[config.mk]
export PLATFORM = sky130hd
export DESIGN_NAME = serial_subtractor
export DESIGN_NICKNAME = d
export VERILOG_FILES = /design/src/rtl/serial_subtractor_pkg.sv /design/src/rtl/serial_subtractor_sub_bit_cell.sv /design/src/rtl/serial_subtractor.sv
export SDC_FILE = /design/constraint.sdc
export NUM_CORES = 1
export LEC_CHECK = 0
export CAP_MARGIN = 10
export CORE_MARGIN = 5
export CORE_UTILIZATION = 40
export CTS_CLUSTER_DIAMETER = 120
export CTS_CLUSTER_SIZE = 20
export DETAILED_ROUTE_END_ITERATION = 7
export GPL_TIMING_DRIVEN = 0
export PLACE_DENSITY = 0.65
export SLEW_MARGIN = 0
export SYNTH_ARGS = -nofsm -noshare
export SYNTH_HDL_FRONTEND = slang
export SYNTH_SLANG_ARGS = --single-unit
[constraint.sdc]
create_clock -name i_clk -period 2.3 [get_ports i_clk]
set_input_delay 0.23 -clock i_clk [delete_from_list [all_inputs] [get_ports i_clk]]
set_output_delay 0.23 -clock i_clk [all_outputs]
set_load 0.01 [all_outputs]
[src/rtl/serial_subtractor_pkg.sv]
// serial_subtractor_pkg
//   Shared definitions for the bit-serial subtractor:
//   - state_t        : control FSM states (IDLE, RUN, DONE)
//   - DEFAULT_WIDTH  : operand width used when the top is not overridden
//   - CNT_W          : bit counter width for DEFAULT_WIDTH
//   - CARRY_SEED     : carry-in for the LSB (the "+1" of two's-complement negation)
//   - cnt_width()    : counter width for an arbitrary operand width
package serial_subtractor_pkg;

  typedef enum logic [1:0] {
    IDLE = 2'd0,
    RUN  = 2'd1,
    DONE = 2'd2
  } state_t;

  localparam int DEFAULT_WIDTH = 8;

  // The counter only has to reach WIDTH-1, so clog2(WIDTH) bits are enough.
  // It is clamped to one bit so a degenerate width still yields a legal vector.
  function automatic int cnt_width(input int width);
    return (width < 2) ? 1 : $clog2(width);
  endfunction

  localparam int CNT_W = cnt_width(DEFAULT_WIDTH);

  // A - B = A + ~B + 1, so the carry into the LSB starts at one.
  localparam logic CARRY_SEED = 1'b1;

endpackage

[src/rtl/serial_subtractor_sub_bit_cell.sv]
// sub_bit_cell
//   Combinational 1-bit subtract cell: a full adder whose B input is inverted
//   internally, so a chain of these seeded with carry=1 computes A - B.
//   Ports:
//     i_A     - minuend bit
//     i_B     - subtrahend bit (inverted inside the cell)
//     i_C     - carry in (1 means "no borrow")
//     o_diff  - difference bit
//     o_carry - carry out (0 means a borrow propagates)
module sub_bit_cell (
  input  logic i_A,
  input  logic i_B,
  input  logic i_C,
  output logic o_diff,
  output logic o_carry
);

  logic b_inv;
  logic half_sum;

  // Plain full adder on (A, ~B, C).
  always_comb begin
    b_inv    = ~i_B;
    half_sum = i_A ^ b_inv;
    o_diff   = half_sum ^ i_C;
    o_carry  = (i_A & b_inv) | (i_C & half_sum);
  end

endmodule

[src/rtl/serial_subtractor.sv]
// serial_subtractor
//   Bit-serial two's-complement subtractor, one bit per clock, LSB first.
//   A start/busy/done handshake lets a controller issue operations; a start
//   during the DONE cycle chains the next operation with no idle bubble.
//   Ports:
//     i_clk    - rising-edge clock
//     i_reset  - asynchronous active-high reset
//     i_start  - request pulse, honoured only in IDLE or DONE
//     i_A/i_B  - operands, captured on the accepting edge
//     o_diff   - A - B modulo 2^WIDTH, held until the next result
//     o_borrow - set when A < B (unsigned)
//     o_zero   - set when o_diff is zero
//     o_busy   - high while bits are being processed
//     o_done   - one-cycle pulse when a new result is presented
module serial_subtractor
  import serial_subtractor_pkg::*;
#(
  parameter int WIDTH = DEFAULT_WIDTH
) (
  input  logic             i_clk,
  input  logic             i_reset,
  input  logic             i_start,
  input  logic [WIDTH-1:0] i_A,
  input  logic [WIDTH-1:0] i_B,
  output logic [WIDTH-1:0] o_diff,
  output logic             o_borrow,
  output logic             o_zero,
  output logic             o_busy,
  output logic             o_done
);

  localparam int                CNT_BITS = cnt_width(WIDTH);
  localparam logic [CNT_BITS-1:0] LAST_CNT = CNT_BITS'(WIDTH - 1);

  state_t               state_q;
  state_t               state_d;
  logic                 load;
  logic                 step;
  logic                 finish;

  logic [WIDTH-1:0]     a_sh;
  logic [WIDTH-1:0]     b_sh;
  logic [WIDTH-1:0]     res_sh;
  logic [WIDTH-1:0]     res_next;
  logic                 carry;
  logic [CNT_BITS-1:0]  cnt;

  logic                 bit_diff;
  logic                 bit_carry;

  sub_bit_cell u_cell (
    .i_A     (a_sh[0]),
    .i_B     (b_sh[0]),
    .i_C     (carry),
    .o_diff  (bit_diff),
    .o_carry (bit_carry)
  );

  // The new bit enters at the MSB, so after WIDTH steps the LSB-first stream
  // lines up in natural order. The final edge uses this value directly so the
  // last bit does not need an extra cycle to land in res_sh.
  always_comb begin
    res_next = {bit_diff, res_sh[WIDTH-1:1]};
  end

  // State register.
  always_ff @(posedge i_clk or posedge i_reset) begin
    if (i_reset) begin
      state_q <= IDLE;
    end else begin
      state_q <= state_d;
    end
  end

  // Next-state and datapath strobes. A start in RUN is deliberately not
  // looked at, so a stray pulse cannot disturb the operation in flight.
  always_comb begin
    state_d = state_q;
    load    = 1'b0;
    step    = 1'b0;
    finish  = 1'b0;
    case (state_q)
      IDLE: begin
        if (i_start) begin
          load    = 1'b1;
          state_d = RUN;
        end
      end
      RUN: begin
        step = 1'b1;
        if (cnt == LAST_CNT) begin
          finish  = 1'b1;
          state_d = DONE;
        end
      end
      DONE: begin
        if (i_start) begin
          load    = 1'b1;
          state_d = RUN;
        end else begin
          state_d = IDLE;
        end
      end
      default: state_d = IDLE;
    endcase
  end

  // Shift registers, bit counter and the registered result outputs. The
  // counter is returned to zero on the final step rather than incremented,
  // so it never wraps even when WIDTH is a power of two.
  always_ff @(posedge i_clk or posedge i_reset) begin
    if (i_reset) begin
      a_sh     <= '0;
      b_sh     <= '0;
      res_sh   <= '0;
      carry    <= 1'b0;
      cnt      <= '0;
      o_diff   <= '0;
      o_borrow <= 1'b0;
      o_zero   <= 1'b0;
      o_busy   <= 1'b0;
      o_done   <= 1'b0;
    end else begin
      o_done <= finish;
      if (load) begin
        a_sh   <= i_A;
        b_sh   <= i_B;
        res_sh <= '0;
        carry  <= CARRY_SEED;
        cnt    <= '0;
        o_busy <= 1'b1;
      end else if (step) begin
        a_sh   <= a_sh >> 1;
        b_sh   <= b_sh >> 1;
        res_sh <= res_next;
        carry  <= bit_carry;
        if (finish) begin
          cnt      <= '0;
          o_diff   <= res_next;
          o_borrow <= ~bit_carry;
          o_zero   <= (res_next == '0);
          o_busy   <= 1'b0;
        end else begin
          cnt <= cnt + 1'b1;
        end
      end
    end
  end

endmodule

==> metrics.txt <==
Maximum Capacitance Violations=0; Syn Area/Cell=12.1 um^2; Tmin final=1630 ps; CTS Buf Count=5; Post-Syn Instances=144; final non-filler cell total=234; die area=5760 um^2; DP Cell Count=226; CTS tree=built; Initial Utilization=40.4%; post-synthesis cell type count=25; Die Y=75.9 um; FP Rows=24; commonest non-fill, non-tap cell in the layout=dfrtp_1; antenna viol nets, final=0; layout cells sized above 1=15.9%; maximum clock frequency=0.615 GHz; Die W=75.9 um; first-pass GRT wire length=5800 um; vias in the first global route=1268; Vias/cell=5.26; PortBufs=30; Post-CTS Hold Buffers=0; Total Routing Usage GR=13.5%; register area share after synthesis=59.1%; DRT Wirelength=3410 um; fin nets=203; maximum vdd drop=563 uV; GR Util met2=21.1%; CP max FO=3; # setup viols final=0; setup_tns=0 ps; final core occ=51.6%; CTS Sinks=41; FF-to-FF setup slack=670 ps; Routability Congestion=0.722; commonest non-fill, non-tap cells in the layout=dfrtp_1, clkdlybuf4s50_1, nand2_1; Worst-Margin Slew=820 ps; Via Count=1232; Crit path largest cell delay=560 ps; # IOs=31; met1 GRT Util=17.1%; hold slack=431 ps; Slew Limit Fails=0; Warnings, synthesis=0; reg2reg path depth=4; Hold Vio Cnt, Final=0; Slew Limit Headroom=45.3%; largest net degree at the start of global routing=42; ANT cells=0; status=complete, no violations; worst-skew pair later-pin latency=290 ps; initial antenna violation count=0; Critical Path AT=1830 ps; unrepaired setup endpoints after global routing=false; final period utilization=70.7%; synthesis-stage register bit count=41; Post-Syn Nets=166; Synth Cell Area=1740 um^2; Most Crowded Layer GR=met2; hpwl dp=2470 um; Worst-path clk slew=70 ps; Routed WL per cell=14.6 um; Design Power=2.92 mW; PostCTS Resize Cnt=0; Slowest-stage cell, CP=fa_1; CP Class=register to register; FILL cells=374; H-tree Lvls=2; Placed Area=2100 um^2; Initial DRC Count=79; Clock Tree Buf Depth=2; R2R Path End=o_zero$_DFFE_PP0P_; Post-synth ARST share=100%; core area=4290 um^2; final worst slack=675 ps; XOR/XNOR Fraction of Synth Area=0%; post-synthesis simple-gate area fraction=14.3%; Post-synth EDFFs=0; main combinational cell family by area after synthesis=simple AND/OR/NAND/NOR gates; buffers and inverters on the worst path=0; post-synthesis mux area share=5.84%; Critical Path Sink Type=register; Hold WC Path Type=input port to async pin; grt total ovfl=0; worst-path cell chain=fa_1, nor4_1, nand2_1, o21ai_0; postcts setup bufs=0; final instance area=2220 um^2; DP Worst Slack=659 ps; DRT Pass-1 Iters=5; Cell Pwr Density=1320 nW/um^2; Top FF cell, synth=dfrtp_1; Synth Area in Adders=2.60%; CP required=2500 ps; Pleak=1.05 nW; met3 usage=4.49%; Area Overhead vs Synth=27.8%; Clock Skews=8.05 ps; Root Driver=clkbuf_8; Worst setup SP type=register; Synth Area in Compound Gates=12.5%; DRC=0; critical path's top delay family=adder cells; reg2reg start=carry$_DFFE_PP0P_
-- flip-flops by register name (all words and copies together), names as in the netlist --
name,flops
b_sh,8
carry,1
o_diff,8
o_borrow,1
res_sh,7
o_zero,1
a_sh,8
cnt,3
o_busy,1
state_q,2
o_done,1
-- per-layer routing --
metal	up-vias	share of wire, %
li1	585	-
met1	604	43
met2	41	50
met3	2	7.2
met4	0	0.56
met5	-	0
-- cell type report --
| cell class | count | area [um^2] | area share (%) |
|---|---|---|---|
| flip-flops and latches | 41 | 1030 | 46.3 |
| clock buffers | 7 | 86.3 | 3.89 |
| plain buffers | 10 | 83.8 | 3.78 |
| clock inverters | 1 | 30.0 | 1.35 |
| inverters | 4 | 15.0 | 0.677 |
| repair buffers | 30 | 300 | 13.5 |
| multi-input cells | 89 | 611 | 27.5 |
| well taps | 52 | 65.1 | 2.93 |
-- worst max path at each step --
| stage | slack (ps) | startpoint | endpoint | cells after the start |
|---|---|---|---|---|
| detailed placement | 660 | carry$_DFFE_PP0P_ | o_zero$_DFFE_PP0P_ | 4 |
| global placement | 310 | i_reset | a_sh[3]$_DFFE_PP0P_ | 2 |
| finish | 670 | carry$_DFFE_PP0P_ | o_zero$_DFFE_PP0P_ | 4 |
| floorplan | 810 | cnt[0]$_DFFE_PP0P_ | o_diff[0]$_DFFE_PP0P_ | 5 |
| CTS | 640 | carry$_DFFE_PP0P_ | o_zero$_DFFE_PP0P_ | 4 |
| global route | 550 | carry$_DFFE_PP0P_ | o_zero$_DFFE_PP0P_ | 4 |
-- power breakdown --
group	internal, mW	switching, mW
Sequential	1.02	0.194
Clock	0.354	0.232
Combinational	0.603	0.519
Total	1.98	0.945
-- logic make-up after synthesis --
kind of cell	Yosys count
buffers and inverters	14
DFF	41
adders and majority gates	3
and+or+nand+nor	49
muxes	8
AOI/OAI and AO/OA	29
-- worst register-to-register path: stages (launching register included) --
cell     delay, ps
dfrtp_1        410
fa_1           560
nor4_1         330
nand2_1        100
o21ai_0        160
-- cell usage after synthesis, drive strengths merged, types with 3 or more instances --
library cell	count	share of area (%)
a21oi	3	0.86
a22o	9	4.5
a22oi	13	5.6
buf	10	4.8
dfrtp	41	59
inv	4	0.86
mux2	8	5.8
nand2	23	5.0
nand3	14	4.0
nand3b	3	1.5
o21ai	3	0.86
Note: power is estimated with default switching activity, not from simulation.
